File: src/rtl/stim_pkg.sv
// Shared types and defaults for the control-line stimulus sequencer.
// The FSM state type, default parameters and an address-width helper.
package stim_pkg;

  typedef enum logic {
    IDLE,
    PLAY
  } stim_state_t;

  localparam int DEF_NUM_CH = 2;
  localparam int DEF_DEPTH  = 8;
  localparam int DEF_HOLD_W = 16;

  localparam logic [DEF_NUM_CH-1:0] DEF_IDLE_VAL = '1;

  function automatic int addr_w(input int depth);
    return (depth > 1) ? $clog2(depth) : 1;
  endfunction

endpackage

File: src/rtl/ctrl_stimulus_seq_if.sv
// Script-load / playback bus of the stimulus sequencer.
// master: bench or host side; slave: the sequencer.
interface ctrl_stimulus_seq_if
  import stim_pkg::*;
#(
  parameter int NUM_CH = DEF_NUM_CH,
  parameter int DEPTH  = DEF_DEPTH,
  parameter int HOLD_W = DEF_HOLD_W
) ();

  localparam int ADDR_W = addr_w(DEPTH);

  logic              wr_en;
  logic [ADDR_W-1:0] wr_addr;
  logic [HOLD_W-1:0] wr_hold;
  logic [NUM_CH-1:0] wr_vec;
  logic [ADDR_W-1:0] last_step;
  logic              loop_en;
  logic              start;
  logic              abort;
  logic [NUM_CH-1:0] ctrl_out;
  logic              busy;
  logic              done;
  logic [ADDR_W-1:0] step_idx;
  logic              wr_err;

  modport master (
    output wr_en, wr_addr, wr_hold, wr_vec,
    output last_step, loop_en, start, abort,
    input  ctrl_out, busy, done, step_idx, wr_err
  );

  modport slave (
    input  wr_en, wr_addr, wr_hold, wr_vec,
    input  last_step, loop_en, start, abort,
    output ctrl_out, busy, done, step_idx, wr_err
  );

endinterface

File: src/rtl/stim_step_ram.sv
// Script store: DEPTH x {hold, vec}, async reset to {0, IDLE_VAL}.
// One write port, one combinational read port.
module stim_step_ram
  import stim_pkg::*;
#(
  parameter int NUM_CH = DEF_NUM_CH,
  parameter int DEPTH  = DEF_DEPTH,
  parameter int HOLD_W = DEF_HOLD_W,
  parameter logic [NUM_CH-1:0] IDLE_VAL = '1,
  parameter int ADDR_W = addr_w(DEPTH)
) (
  input  logic              Clk,
  input  logic              Reset,
  input  logic              we,
  input  logic [ADDR_W-1:0] waddr,
  input  logic [HOLD_W-1:0] whold,
  input  logic [NUM_CH-1:0] wvec,
  input  logic [ADDR_W-1:0] raddr,
  output logic [HOLD_W-1:0] rhold,
  output logic [NUM_CH-1:0] rvec
);

  typedef struct packed {
    logic [HOLD_W-1:0] hold;
    logic [NUM_CH-1:0] vec;
  } step_t;

  step_t mem [DEPTH];

  always_ff @(posedge Clk or negedge Reset) begin
    if (!Reset) begin
      for (int i = 0; i < DEPTH; i++) begin
        mem[i] <= '{hold: '0, vec: IDLE_VAL};
      end
    end else if (we) begin
      mem[waddr] <= '{hold: whold, vec: wvec};
    end
  end

  assign rhold = mem[raddr].hold;
  assign rvec  = mem[raddr].vec;

endmodule

File: src/rtl/ctrl_stimulus_seq.sv
// Control-line sequencer: replays {hold, vec} steps onto active-low lines.
// Ports: Clk, Reset (async, low), bus (slave) for script load and playback.
module ctrl_stimulus_seq
  import stim_pkg::*;
#(
  parameter int NUM_CH = DEF_NUM_CH,
  parameter int DEPTH  = DEF_DEPTH,
  parameter int HOLD_W = DEF_HOLD_W,
  parameter logic [NUM_CH-1:0] IDLE_VAL = '1
) (
  input logic          Clk,
  input logic          Reset,
  ctrl_stimulus_seq_if.slave bus
);

  localparam int ADDR_W = addr_w(DEPTH);
  localparam logic [ADDR_W-1:0] MAX_IDX = ADDR_W'(DEPTH - 1);

  stim_state_t       state;
  logic [HOLD_W-1:0] cnt;
  logic [ADDR_W-1:0] idx;
  logic [ADDR_W-1:0] last_q;
  logic              loop_q;
  logic [NUM_CH-1:0] ctrl_q;
  logic              busy_q;
  logic              done_q;
  logic              err_q;

  logic              we;
  logic [ADDR_W-1:0] nxt_idx;
  logic [ADDR_W-1:0] raddr;
  logic [HOLD_W-1:0] rhold;
  logic [NUM_CH-1:0] rvec;
  logic [HOLD_W-1:0] s0_hold;
  logic [NUM_CH-1:0] s0_vec;
  logic [ADDR_W-1:0] last_cl;
  logic              at_last;

  assign we      = bus.wr_en && (state == IDLE);
  assign at_last = (idx == last_q);
  assign nxt_idx = at_last ? '0 : idx + ADDR_W'(1);
  assign raddr   = (state == PLAY) ? nxt_idx : '0;

  assign last_cl = (bus.last_step > MAX_IDX) ? MAX_IDX
                                             : bus.last_step;

  // A write to step 0 in the start cycle must reach playback.
  always_comb begin
    s0_hold = rhold;
    s0_vec  = rvec;
    if (we && bus.wr_addr == '0) begin
      s0_hold = bus.wr_hold;
      s0_vec  = bus.wr_vec;
    end
  end

  stim_step_ram #(
    .NUM_CH  (NUM_CH),
    .DEPTH   (DEPTH),
    .HOLD_W  (HOLD_W),
    .IDLE_VAL(IDLE_VAL),
    .ADDR_W  (ADDR_W)
  ) u_ram (
    .Clk  (Clk),
    .Reset(Reset),
    .we   (we),
    .waddr(bus.wr_addr),
    .whold(bus.wr_hold),
    .wvec (bus.wr_vec),
    .raddr(raddr),
    .rhold(rhold),
    .rvec (rvec)
  );

  always_ff @(posedge Clk or negedge Reset) begin
    if (!Reset) begin
      state  <= IDLE;
      cnt    <= '0;
      idx    <= '0;
      last_q <= '0;
      loop_q <= 1'b0;
      ctrl_q <= IDLE_VAL;
      busy_q <= 1'b0;
      done_q <= 1'b0;
      err_q  <= 1'b0;
    end else begin
      done_q <= 1'b0;
      err_q  <= bus.wr_en && (state == PLAY);
      unique case (state)
        IDLE: begin
          if (bus.start && !bus.abort) begin
            state  <= PLAY;
            idx    <= '0;
            cnt    <= s0_hold;
            ctrl_q <= s0_vec;
            busy_q <= 1'b1;
            last_q <= last_cl;
            loop_q <= bus.loop_en;
          end
        end
        PLAY: begin
          if (bus.abort) begin
            state  <= IDLE;
            idx    <= '0;
            cnt    <= '0;
            ctrl_q <= IDLE_VAL;
            busy_q <= 1'b0;
          end else if (cnt != '0) begin
            cnt <= cnt - HOLD_W'(1);
          end else if (at_last && !loop_q) begin
            state  <= IDLE;
            idx    <= '0;
            ctrl_q <= IDLE_VAL;
            busy_q <= 1'b0;
            done_q <= 1'b1;
          end else begin
            idx    <= nxt_idx;
            cnt    <= rhold;
            ctrl_q <= rvec;
          end
        end
        default: state <= IDLE;
      endcase
    end
  end

  assign bus.ctrl_out = ctrl_q;
  assign bus.busy     = busy_q;
  assign bus.done     = done_q;
  assign bus.step_idx = idx;
  assign bus.wr_err   = err_q;

endmodule

File: src/flat_wrapper.sv
// flat-port wrapper written by rule: the top's interface ports become plain ports
module ctrl_stimulus_seq_flat import stim_pkg::*;
#(
  parameter int NUM_CH = DEF_NUM_CH,
  parameter int DEPTH  = DEF_DEPTH,
  parameter int HOLD_W = DEF_HOLD_W,
  parameter logic [NUM_CH-1:0] IDLE_VAL = '1
)
  (Clk, Reset, bus_wr_en, bus_wr_addr, bus_wr_hold, bus_wr_vec, bus_last_step, bus_loop_en, bus_start, bus_abort, bus_ctrl_out, bus_busy, bus_done, bus_step_idx, bus_wr_err);
  ctrl_stimulus_seq_if #(.NUM_CH(NUM_CH), .DEPTH(DEPTH), .HOLD_W(HOLD_W)) bus_i ();
  input logic Clk;
  input logic Reset;
  input wire logic [$bits(bus_i.wr_en)-1:0] bus_wr_en;
  input wire logic [$bits(bus_i.wr_addr)-1:0] bus_wr_addr;
  input wire logic [$bits(bus_i.wr_hold)-1:0] bus_wr_hold;
  input wire logic [$bits(bus_i.wr_vec)-1:0] bus_wr_vec;
  input wire logic [$bits(bus_i.last_step)-1:0] bus_last_step;
  input wire logic [$bits(bus_i.loop_en)-1:0] bus_loop_en;
  input wire logic [$bits(bus_i.start)-1:0] bus_start;
  input wire logic [$bits(bus_i.abort)-1:0] bus_abort;
  output wire logic [$bits(bus_i.ctrl_out)-1:0] bus_ctrl_out;
  output wire logic [$bits(bus_i.busy)-1:0] bus_busy;
  output wire logic [$bits(bus_i.done)-1:0] bus_done;
  output wire logic [$bits(bus_i.step_idx)-1:0] bus_step_idx;
  output wire logic [$bits(bus_i.wr_err)-1:0] bus_wr_err;
  assign bus_i.wr_en = bus_wr_en;
  assign bus_i.wr_addr = bus_wr_addr;
  assign bus_i.wr_hold = bus_wr_hold;
  assign bus_i.wr_vec = bus_wr_vec;
  assign bus_i.last_step = bus_last_step;
  assign bus_i.loop_en = bus_loop_en;
  assign bus_i.start = bus_start;
  assign bus_i.abort = bus_abort;
  assign bus_ctrl_out = bus_i.ctrl_out;
  assign bus_busy = bus_i.busy;
  assign bus_done = bus_i.done;
  assign bus_step_idx = bus_i.step_idx;
  assign bus_wr_err = bus_i.wr_err;
  ctrl_stimulus_seq #(.NUM_CH(NUM_CH), .DEPTH(DEPTH), .HOLD_W(HOLD_W), .IDLE_VAL(IDLE_VAL)) u_core (.Clk(Clk), .Reset(Reset), .bus(bus_i));
endmodule
File: config.mk
export PLATFORM = sky130hd
export DESIGN_NAME = ctrl_stimulus_seq_flat
export DESIGN_NICKNAME = d
export VERILOG_FILES = /design/src/rtl/stim_pkg.sv /design/src/rtl/ctrl_stimulus_seq_if.sv /design/src/rtl/stim_step_ram.sv /design/src/rtl/ctrl_stimulus_seq.sv /design/src/flat_wrapper.sv
export SDC_FILE = /design/constraint.sdc
export NUM_CORES = 1
export LEC_CHECK = 0
export ABC_AREA = 1
export ABC_CLOCK_PERIOD_IN_PS = 2000
export BUFFER_PORTS_ARGS = -buffer_cell sky130_fd_sc_hd__buf_2
export CAP_MARGIN = 10
export CORE_MARGIN = 4
export CORE_UTILIZATION = 30
export DETAILED_ROUTE_END_ITERATION = 8
export HOLD_SLACK_MARGIN = 0.02
export SLEW_MARGIN = 20
export SYNTH_ARGS = -nofsm -noshare
export SYNTH_HDL_FRONTEND = slang
export SYNTH_SLANG_ARGS = --single-unit
File: constraint.sdc
create_clock -name Clk -period 2 [get_ports Clk]
set_input_delay 0.4 -clock Clk [delete_from_list [all_inputs] [get_ports Clk]]
set_output_delay 0.4 -clock Clk [all_outputs]
set_load 0.01 [all_outputs]
==> out/metrics.yaml, run 1 <==
clock_tree:
  cts.sinks: 173
  cts_buffer_depth: 2
  cts_root_buf: "clkbuf_16"
  clk_latency_ns: 0.43
  clkTransAtPathRegs_ns: 0.08
  h-tree-depth: 4
  numCtsBuffers: 17
  cts_tree: "done"
finish:
  final-seq-area_sq_um: 4360
  multi_input_area_sq_um: 3950
  antenna_cells: 0
  syn2layout_area_growth_pct: 24.7
  fin_util_pct: 38.3
  drive_above_1_share_pct: 22.0
  final_nets: 1196
  num-fill-cells: 2899
  finalNonFillerCells: 1554
routing:
  routed_wl_mm: 25.9
  drt-initial-drc-count: 795
  drc_errors: 0
  vias_per_cell: 4.93
  drt_first_pass_iters: 7
  vias: 7662
  route.detailed.wl_per_inst_um: 16.7
  ant_nets: 0
die:
  die_h_um: 177
  die_width_um: 177
  floorplan.initialDensity_pct: 30.7
  die_area_sq_um: 31500
  row_count: 61
  ios: 38
  core_sq_um: 28100
synthesis:
  synth-seq-cells: 173
  syn_inst: 1088
  synth_warnings: 0
  syn_nets: 1121
  syn_avg_cell_area_sq_um: 7.92
  synth_edf_count: 0
  synth_flop_cell: "dfrtp_1"
  syn_area_sq_um: 8620
  async_reset_ff_share_pct: 100
  ys_seq_area_share_pct: 50.5
  synth.distinct_cells: 36
timing:
  fmaxAchievable_ghz: 0.493
  fin_skew_ns: 0.00926
  period_share_pct: 101
  period_needed_ns: 2.03
  fin_ws_ns: -0.0266
  holdWs_ns: 0.199
  worst_pin_slew_ns: 0.534
  slew_viol_final: 0
  setup_violations: 1
  finalHoldViolCount: 0
  grt_setup_unrepaired: "true"
  slew_headroom_pct: 64.4
  tns_ns: -0.0266
placement:
  dpl.cell_count: 1505
  gp_congestion: 0.893
  place_ws_ns: -0.0166
  numPortBuffers: 37
  hpwl_mm: 17.1
grt:
  globalRoute.totalOverflow: 0
  first_global_vias: 7294
  met2_usage_pct: 25.6
  globalRouteTotalUtil_pct: 16.4
  grt_max_degree: 52
  grtUsageMet1_pct: 23.2
  grt_pass1_wl_mm: 40.8
  antenna_found_initial: 2
  use_met3_pct: 3.24
  grt-busiest-layer: "met2"
pwr:
  irDropWorstVdd_v: 0.000795
  p_leak_uw: 0.00509
  power_density_nw_per_um2: 1610
critical_path:
  crit-reg2reg-capture: "u_core.cnt[9]"
  endpoint_kind: "flip-flop"
  cp_max_fo: 8
  reg2reg_depth: 12
  crit_family: "simple AND/OR/NAND/NOR gates"
  cp_cell_sequence: "xnor2_2 -> nand3_4 -> nand3_4 -> buf_6 -> buf_6 -> buf_6 -> nand2_1 -> o211ai_1 -> nand3_1 -> nand2_1 -> nand2_1 -> a21oi_2"
  slowest_stage: "dfrtp_2"
  reg2reg_from: "u_core.bus.step_idx[1]"
  path_depth: 12
  r2r_slack_ns: -0.03
  startpoint_type: "flip-flop"
  cp_num_buf_inv: 3
  worst-setup-path-type: "reg -> reg"
  cp.required_ns: 2.36
  cpPeakStageDelay_ns: 0.44
  arrival_ns: 2.39
worst_hold_path:
  hp-start: "bus_loop_en"
  min_to: "u_core.loop_q"
  min_path_cells: 2
  min_path_type: "in -> reg"
status:
  violations: "setup timing"
  status: "finished, violations left"
flow_run:
  drv_cap: 0
==> Yosys cell counts, types with 2 or more instances <==
cell type	instances	area share, %
nor3_1	7	0.41
o21ai_0	126	7.3
nand4_1	21	1.5
buf_4	8	0.70
ha_1	3	0.44
a21oi_1	34	2.0
nand2_1	338	15
dfstp_2	18	5.5
a21oi_2	3	0.30
buf_6	5	0.65
xnor2_1	5	0.51
inv_1	71	3.1
nand2_2	3	0.22
nor3_4	2	0.38
or2_2	3	0.22
mux2_2	2	0.26
nand3_4	2	0.41
nand3_1	116	6.7
inv_2	7	0.30
nor2_1	74	3.2
nor2_2	5	0.36
xor2_1	10	1.0
dfrtp_1	155	45
clkbuf_1	27	1.2
o211ai_1	14	1.2
buf_2	16	0.93
a211oi_1	4	0.35
==> registers in the layout, summed over array words and instances, names as in the netlist <==
signal,cells
u_core.bus.step_idx,3
u_core.bus.busy,1
u_core.bus.wr_err,1
u_core.last_q,3
u_core.loop_q,1
u_core.bus.done,1
u_core.bus.ctrl_out,2
u_core.u_ram.mem,144
u_core.state,1
u_core.cnt,16
==> cell families (layout without fill, tap and decap cells) <==
kind of cell	Yosys count	after routing	synth area share, %
AO/OA/AOI/OAI	183	183	11.3
XOR/XNOR	15	15	1.52
adder cells (fa/ha/maj)	3	3	0.436
buffers and inverters	135	222	6.90
flip-flops	173	173	50.5
multiplexers	2	2	0.261
AND/OR/NAND/NOR	577	578	29.1
==> per-stage QoR <==
step	total power, uW	instance area [sq um]
after floorplan	10400	8620
after global placement	12600	9620
after detailed placement	12700	9620
after CTS	16100	10200
after global routing	18500	10700
final	17300	10700
==> placed cells by master (no fill, tap or decap), drive strengths merged <==
master / Yosys / final
nand2: 342 / 342
dfrtp: 155 / 155
o21ai: 126 / 126
nand3: 119 / 120
buf: 30 / 107
inv: 78 / 87
nor2: 80 / 80
a21oi: 37 / 37
nand4: 22 / 22
clkbuf: 27 / 21
dfstp: 18 / 18
o211ai: 14 / 14
xor2: 10 / 10
nor3: 9 / 9
xnor2: 5 / 5
a211oi: 4 / 4
or2: 4 / 4
ha: 3 / 3
clkinv: 0 / 3
mux2: 2 / 2
clkinvlp: 0 / 2
a22oi: 1 / 1
o22ai: 1 / 1
nor4: 1 / 1
bufinv: 0 / 1
dlygate4sd3: 0 / 1
==> repair_timing <==
action,4_1_cts,5_1_grt
endpoints found under the hold margin,36,0
hold buffers,1,0
setup buffers,0,8
gates cloned,0,8
pin swaps,0,13
setup endpoints to repair,12,19
gates resized for setup,2,87
==> layer usage <==
metal	up-vias	part of all wire, %
met5	-	0.081
met1	3691	46
met2	226	46
met4	4	1.9
li1	3706	-
met3	35	5.4
==> layout make-up <==
type / count / area share [%]
Clock inverter: 15 / 1.56
Timing Repair Buffer: 112 / 10.1
Tap cell: 378 / 4.40
Sequential cell: 173 / 40.5
Clock buffer: 17 / 3.96
Multi-Input combinational cell: 781 / 36.7
Inverter: 78 / 2.75
==> worst register-to-register path: stages, from the launching register on <==
cell      delay (ns)
dfrtp_2         0.44
xnor2_2         0.18
nand3_4         0.18
nand3_4         0.17
buf_6           0.16
buf_6           0.11
buf_6           0.12
nand2_1         0.06
o211ai_1        0.12
nand3_1         0.12
nand2_1         0.11
nand2_1         0.08
a21oi_2         0.11
==> report_power, final <==
part	internal, uW	switching (uW)
logic	3270	4580
registers	5130	945
clock network	1780	1560
total	10200	7090
==> worst max path at each step <==
stage                      startpoint       endpoint  slack, ns
2_1_floorplan           u_core.cnt[0]  u_core.cnt[5]       0.07
3_3_place_gp                bus_wr_en  u_core.cnt[4]       0.04
3_5_place_dp   u_core.bus.step_idx[1]  u_core.cnt[7]      -0.02
4_1_cts        u_core.bus.step_idx[2]  u_core.cnt[0]      0.004
5_1_grt        u_core.bus.step_idx[1]  u_core.cnt[9]      -0.09
6_report       u_core.bus.step_idx[1]  u_core.cnt[9]      -0.03
Note: power is estimated with default switching activity, not from simulation.
==> inputs of run 2 (changes only) <==
--- a/config.mk
+++ b/config.mk
@@ -17,3 +17,4 @@
 export SYNTH_ARGS = -nofsm -noshare
 export SYNTH_HDL_FRONTEND = slang
+export SYNTH_HIERARCHICAL = 1
 export SYNTH_SLANG_ARGS = --single-unit
==> constraint.sdc (replaced) <==
create_clock -name Clk -period 2 [get_ports Clk]
set_input_delay 0.4 -clock Clk [delete_from_list [all_inputs] [get_ports Clk]]
set_output_delay 0.4 -clock Clk [all_outputs]
set_load 0.1 [all_outputs]
==> out/metrics.yaml, run 2 <==
clock_tree:
  cts_buffer_depth: 2  # unchanged
  clkTransAtPathRegs_ns: 0.07  # about the same
  cts.sinks: 173  # unchanged
  h-tree-depth: 4  # unchanged
  cts_root_buf: "clkbuf_16"
  clk_latency_ns: 0.44  # about the same
  numCtsBuffers: 17  # unchanged
  cts_tree: "done"
grt:
  grt_pass1_wl_mm: 44.9  # +10%
  grt_max_degree: 45  # -13%
  globalRoute.totalOverflow: 0  # unchanged
  first_global_vias: 8439  # +16%
  globalRouteTotalUtil_pct: 15.9  # -0.58 points
  antenna_found_initial: 0  # -2
finish:
  layout_commonest_cell: "nand2_1"
  multi_input_area_sq_um: 4450  # +13%
  syn2layout_area_growth_pct: 26.3
  largest_register_ffs: 144  # unchanged
  drive_above_1_share_pct: 21.5  # -0.48 points
  final_nets: 1459  # +22%
  num-fill-cells: 3236  # +12%
  regMostFlops: "u_core/u_ram/mem"
  antenna_cells: 0  # unchanged
  final-seq-area_sq_um: 4360  # +0.17%
  layout_common_cells: "476 x nand2_1, 202 x inv_1, 152 x dfrtp_1"
  top_regs: "u_core/u_ram/mem x144, u_core/cnt x16"
timing:
  grt_setup_unrepaired: "true"
  slew_headroom_pct: 66.2  # +1.8 points
  slew_viol_final: 0  # unchanged
  holdWs_ns: 0.189  # -0.0101 ns
  finalHoldViolCount: 0  # unchanged
  fin_skew_ns: 0.00963  # +0.000370 ns
  setup_violations: 20  # +19
  period_needed_ns: 2.33  # +0.303 ns
  fin_ws_ns: -0.330  # -0.303 ns
  fmaxAchievable_ghz: 0.429  # -13%
  worst_pin_slew_ns: 0.511  # -0.0230 ns
  period_share_pct: 116  # +15 points
worst_hold_path:
  min_path_type: "in -> reg"
  hp-start: "bus_last_step[0]"
routing:
  drt-initial-drc-count: 646  # -19%
  drc_errors: 0  # unchanged
  vias: 8801  # +15%
  vias_per_cell: 4.78  # -3.0%
  ant_nets: 0  # unchanged
  drt_first_pass_iters: 5  # -2
  route.detailed.wl_per_inst_um: 15.6  # -6.8%
  routed_wl_mm: 28.6  # +10%
synthesis:
  synth_compound_area_share_pct: 10.4  # -0.89 points
  synth_top_family_by_area: "simple AND/OR/NAND/NOR gates"
  synth_flop_cell: "dfrtp_1"
  ys_seq_area_share_pct: 45.5  # -5.0 points
  synth_warnings: 6  # +6
  async_reset_ff_share_pct: 100  # unchanged
  syn_nets: 1384  # +23%
  syn_inst: 1351  # +24%
  synth.distinct_cells: 35  # -2.8%
  synth-seq-cells: 173  # unchanged
  synth.mux.area_fraction_pct: 0.353  # +0.092 points
  yosys-top-cells-count: "520 x nand2_1, 213 x inv_1, 155 x dfrtp_1"
  synth_top_cell_by_area: "dfrtp_1"
  synthSimpleGateAreaFrac_pct: 30.6  # +1.6 points
  synthXorXnorAreaFrac_pct: 0.642  # -0.88 points
  synthAdderAreaFrac_pct: 0.393  # -0.043 points
  synthDominantCellAreaShare_pct: 40.6  # -4.4 points
  synth_area_leaders: "dfrtp_1 41%, nand2_1 20%, inv_1 8.4%"
  synth_edf_count: 0  # unchanged
  syn_area_sq_um: 9560  # +11%
  synth_most_common_cell: "nand2_1"
  syn_avg_cell_area_sq_um: 7.07  # -11%
critical_path:
  endpoint_kind: "flip-flop"
  startpoint_type: "flip-flop"
  crit_path_start: "u_core/bus.step_idx[0]"
  reg2reg_from: "u_core/bus.step_idx[0]"
  cp_cell_sequence: "xnor2_4 -> buf_4 -> buf_4 -> buf_4 -> buf_4 -> buf_4 -> buf_4 -> buf_4 -> nand4_1 -> buf_6 -> o21ai_4 -> buf_12 -> nand2_1 -> nand2_1"
  cp_max_fo: 16  # +8
  cpPeakStageDelay_ns: 0.53  # +0.09 ns
  arrival_ns: 2.66  # +0.27 ns
  cp.required_ns: 2.33  # -0.03 ns
  critPathMostFrequentCell: "buf_4"
  worst-setup-path-type: "reg -> reg"
  slowest_stage: "dfrtp_4"
pwr:
  clkPwrFrac_pct: 25.5  # +6.1 points
  p_switching_uw: 5700  # -20%
  irDropWorstVdd_v: 0.000488  # -39%
  power_density_nw_per_um2: 1220  # -24%
  swShare_pct: 38.8  # -2.2 points
  p_int_uw: 8990  # -12%
  power_frac_comb_pct: 39.9  # -5.6 points
  total_power_uw: 14700  # -15%
  p_seq_share_pct: 34.7  # -0.5 points
  p_leak_uw: 0.00624  # +23%
die:
  core_sq_um: 31500  # +12%
  floorplan.initialDensity_pct: 30.4  # -0.32 points
  die_area_sq_um: 34800  # +10%
  ios: 38  # unchanged
  die_width_um: 186  # +5.1%
  die_h_um: 186  # +5.1%
  row_count: 65  # +6.6%
flow_run:
  drv_cap: 0  # unchanged
placement:
  hpwl_mm: 17.6  # +3.1%
  gp_congestion: 0.860  # -3.7%
  numPortBuffers: 37  # unchanged
status:
  violations: "setup timing"
  status: "finished, violations left"
run 2: changes by cell type in the layout (fill, tap and decap cells not counted), moves of 14 or more:
cell / delta
nor2_1: -47
nand2_1: +163
nand4_1: -17
a21oi_1: -21
o211ai_1: -14
inv_1: +136
nand2_2: +23
o21ai_1: +22
run 2: worst max-delay path: cells and delay by family (launching register included):
family | cells | cell delay (ns)
DFF | 1 | 0.53
xor gates and xnor gates | 1 | 0.17
and+or+nand+nor | 3 | 0.28
buffers and inverters | 9 | 1.17
AOI/OAI and AO/OA | 1 | 0.06
run 2: cell families (layout without fill, tap and decap cells):
family / after synthesis / in the layout
compound gates: 188 / 188
xor+xnor: 7 / 7
fa+ha+maj: 3 / 3
buf+inv: 280 / 368
flops: 173 / 173
mux: 3 / 3
simple gates: 697 / 697
run 2: worst paths after layout:
kind / to / slack [ns] / depth (start not counted)
max: u_core/cnt[14] / -0.33 / 14
min: u_core/last_q[0] / 0.19 / 2
max reg2reg: u_core/cnt[14] / -0.33 / 14
min reg2reg: u_core/bus.ctrl_out[0] / 0.48 / 2
max in group asynchronous: u_core/u_ram/mem[54] / 0.82 / 3
min in group asynchronous: u_core/cnt[4] / 0.46 / 2
run 2: power by group through the flow:
| stage | combinational, uW | clock [uW] | sequential (uW) |
|---|---|---|---|
| floorplan | 3470 | 0 | 5210 |
| global placement | 4900 | 0 | 5100 |
| detailed placement | 4970 | 0 | 5110 |
| CTS | 5260 | 3790 | 5060 |
| global route | 6530 | 3940 | 5200 |
| finish | 5850 | 3740 | 5090 |
run 2: timing repair:
| action | CTS | global route |
|---|---|---|
| cloned | 1 | 9 |
| hold endpoints to repair | 26 | 0 |
| setup endpoints to repair | 18 | 23 |
| pin swaps | 6 | 74 |
| setup buffers | 9 | 10 |
| hold buffers | 1 | 0 |
| gates resized for setup | 41 | 80 |
run 2: final cells by class:
| class | count | share of cell area [%] |
|---|---|---|
| inverters | 219 | 7.08 |
| repair inverters | 1 | 0.0933 |
| multi-input cells | 898 | 36.8 |
| clock buffers | 20 | 3.70 |
| flip-flops and latches | 173 | 36.1 |
| clock inverters | 12 | 1.73 |
| repair buffers | 116 | 10.2 |
| well taps | 402 | 4.17 |
run 2: routing by layer:
metal	part of all wire, %	GRT usage (%)	vias up	wire, um
met3	4.4	1.80	38	1250
met4	2.3	4.55	0	661
li1	-	-	4304	-
met5	0	0	-	0
met2	48	27.0	236	13800
met1	45	21.4	4223	12900
run 2: through the flow:
| step | cell area, sq um | instances | utilization, % | setup WS (ns) | setup TNS [ns] |
|---|---|---|---|---|---|
| 2_1_floorplan | 9700 | 1351 | - | -0.185 | -2.46 |
| 3_3_place_gp | 10600 | 1779 | 33.8 | -0.267 | -3.83 |
| 3_5_place_dp | 10600 | 1779 | 33.8 | -0.279 | -4.17 |
| 4_1_cts | 11500 | 1822 | 36.5 | -0.235 | -3.21 |
| 5_1_grt | 12100 | 1841 | 38.4 | -0.452 | -7.97 |
| 6_report | 12100 | 1841 | 38.4 | -0.330 | -5.93 |
==> inputs of run 3 (changes only) <==
Settings changed: CELL_PAD_IN_SITES_DETAIL_PLACEMENT from default to 2, CELL_PAD_IN_SITES_GLOBAL_PLACEMENT from default to 2, CTS_BUF_LIST from default to sky130_fd_sc_hd__clkbuf_8 sky130_fd_sc_hd__clkbuf_16, PLACE_DENSITY_LB_ADDON from default to 0.1.
==> out/metrics.yaml, run 3 (synthesis gave the netlist of run 2 again) <==
placement:
  gp_congestion: 0.774  # -10%
  hpwl_mm: 24.2  # +37%
  place_ws_ns: -0.393  # -0.114 ns
  numPortBuffers: 37  # unchanged
finish:
  antenna_cells: 0  # unchanged
  syn2layout_area_growth_pct: 26.8
  largest_register_ffs: 144  # unchanged
  layout_common_cells: "477 x nand2_1, 202 x inv_1, 152 x dfrtp_1"
  top_regs: "u_core/u_ram/mem x144, u_core/cnt x16"
  final_nets: 1476  # +1.2%
  layout_commonest_cell: "nand2_1"
  regMostFlops: "u_core/u_ram/mem"
  drive_above_1_share_pct: 22.7  # +1.1 points
  fin_util_pct: 38.5  # +0.16 points
clock_tree:
  cts_buffer_depth: 2  # unchanged
  clkTransAtPathRegs_ns: 0.07  # about the same
  h-tree-depth: 4  # unchanged
  clk_latency_ns: 0.45  # about the same
  cts_root_buf: "clkbuf_16"
  cts_tree: "done"
  numCtsBuffers: 17  # unchanged
  cts.sinks: 173  # unchanged
die:
  row_count: 65  # unchanged
  floorplan.initialDensity_pct: 30.4  # unchanged
  die_width_um: 186  # unchanged
  core_sq_um: 31500  # unchanged
  ios: 38  # unchanged
  die_area_sq_um: 34800  # unchanged
  die_h_um: 186  # unchanged
timing:
  period_needed_ns: 2.42  # +0.0864 ns
  grt_setup_unrepaired: "true"
  setup_violations: 20  # unchanged
  finalHoldViolCount: 0  # unchanged
  holdWs_ns: 0.177  # -0.0116 ns
  fmaxAchievable_ghz: 0.414  # -3.6%
  fin_ws_ns: -0.416  # -0.0864 ns
  slew_viol_final: 0  # unchanged
  slew_headroom_pct: 64.6  # -1.6 points
  period_share_pct: 121  # +4.3 points
  worst_pin_slew_ns: 0.531  # +0.0202 ns
  fin_skew_ns: 0.0126  # +0.00297 ns
worst_hold_path:
  min_path_type: "in -> reg"
critical_path:
  crit_family: "buffers and inverters"
  endpoint_kind: "flip-flop"
  cpPeakStageDelay_ns: 0.52  # about the same
  worst-setup-path-type: "reg -> reg"
  critPathMostFrequentCell: "buf_4"
  startpoint_type: "flip-flop"
  cp_num_buf_inv: 10  # +1
  cp.required_ns: 2.32  # about the same
  arrival_ns: 2.74  # +0.08 ns
  slowest_stage: "dfrtp_4"
  cp_cell_sequence: "xnor2_4 -> nand3_4 -> buf_4 -> buf_4 -> buf_4 -> buf_4 -> buf_4 -> buf_4 -> buf_4 -> buf_4 -> buf_4 -> buf_4 -> nand3_1 -> o21ai_1"
  cp_max_fo: 4  # -12
routing:
  ant_nets: 0  # unchanged
  route.detailed.wl_per_inst_um: 19.5  # +26%
  routed_wl_mm: 36.3  # +27%
  drt-initial-drc-count: 364  # -44%
  vias_per_cell: 4.83  # +1.1%
  vias: 8983  # +2.1%
  drt_first_pass_iters: 4  # -1
  drc_errors: 0  # unchanged
grt:
  globalRoute.totalOverflow: 0  # unchanged
  globalRouteTotalUtil_pct: 20.7  # +4.9 points
  grt_pass1_wl_mm: 56.9  # +27%
  first_global_vias: 9997  # +18%
  antenna_found_initial: 0  # unchanged
  grt_max_degree: 50  # +11%
status:
  violations: "setup timing"
  status: "finished, violations left"
pwr:
  irDropWorstVdd_v: 0.000748  # +53%
  p_leak_uw: 0.00628  # +0.65%
  power_density_nw_per_um2: 1220  # about the same
  total_power_uw: 14700  # +0.36%
flow_run:
  drv_cap: 0  # unchanged
-- run 3: per-stage QoR --
step	TNS [ns]	instances	area [sq um]
2_1_floorplan	-2.46	1351	9700
3_3_place_gp	-4.78	1797	10800
3_5_place_dp	-5.79	1797	10800
4_1_cts	-5.36	1847	11700
5_1_grt	-9.26	1858	12100
6_report	-6.06	1858	12100
-- run 3: per-layer routing --
layer | track usage, % | wire length [um] | share of wire, %
met1 | 27.7 | 17400 | 48
met2 | 36.3 | 18000 | 50
met3 | 3.24 | 607 | 1.7
met4 | 3.50 | 323 | 0.89
met5 | 0 | 0 | 0
-- run 3: final cells by class --
type,count,area (sq um)
clock buffers,17,425
clock inverters,15,151
repair buffers,134,1400
flip-flops and latches,173,4360
well taps,402,503
fillers,3698,19400
multi-input cells,898,4450
inverters,219,833
-- run 3: where the power goes --
part	switching, uW	internal, uW	total [uW]
clock	1570	1840	3400
sequential	636	4470	5100
combinational	3900	2340	6240
-- run 3: final timing paths --
kind	startpoint	end	slack (ns)	depth (start not counted)
max	u_core/bus.step_idx[0]	u_core/bus.step_idx[2]	-0.42	14
min	bus_wr_en	u_core/bus.wr_err	0.18	3
max reg2reg	u_core/bus.step_idx[0]	u_core/bus.step_idx[2]	-0.42	14
min reg2reg	u_core/bus.ctrl_out[0]	u_core/bus.ctrl_out[0]	0.48	2
max in group asynchronous	Reset	u_core/bus.ctrl_out[0]	0.84	3
min in group asynchronous	Reset	u_core/u_ram/mem[58]	0.51	2
-- run 3: what timing repair did --
action / in CTS / in global routing
gates cloned: 2 / 4
pin swaps: 15 / 65
hold buffers: 1 / 0
setup endpoints to repair: 18 / 33
setup buffers: 15 / 9
endpoints found under the hold margin: 36 / 0
resized for setup: 44 / 77
-- run 3: worst min-delay path, cell delays in order --
cell and delay [ns]:
buf_2 0.09, nand2_1 0.05, inv_1 0.05
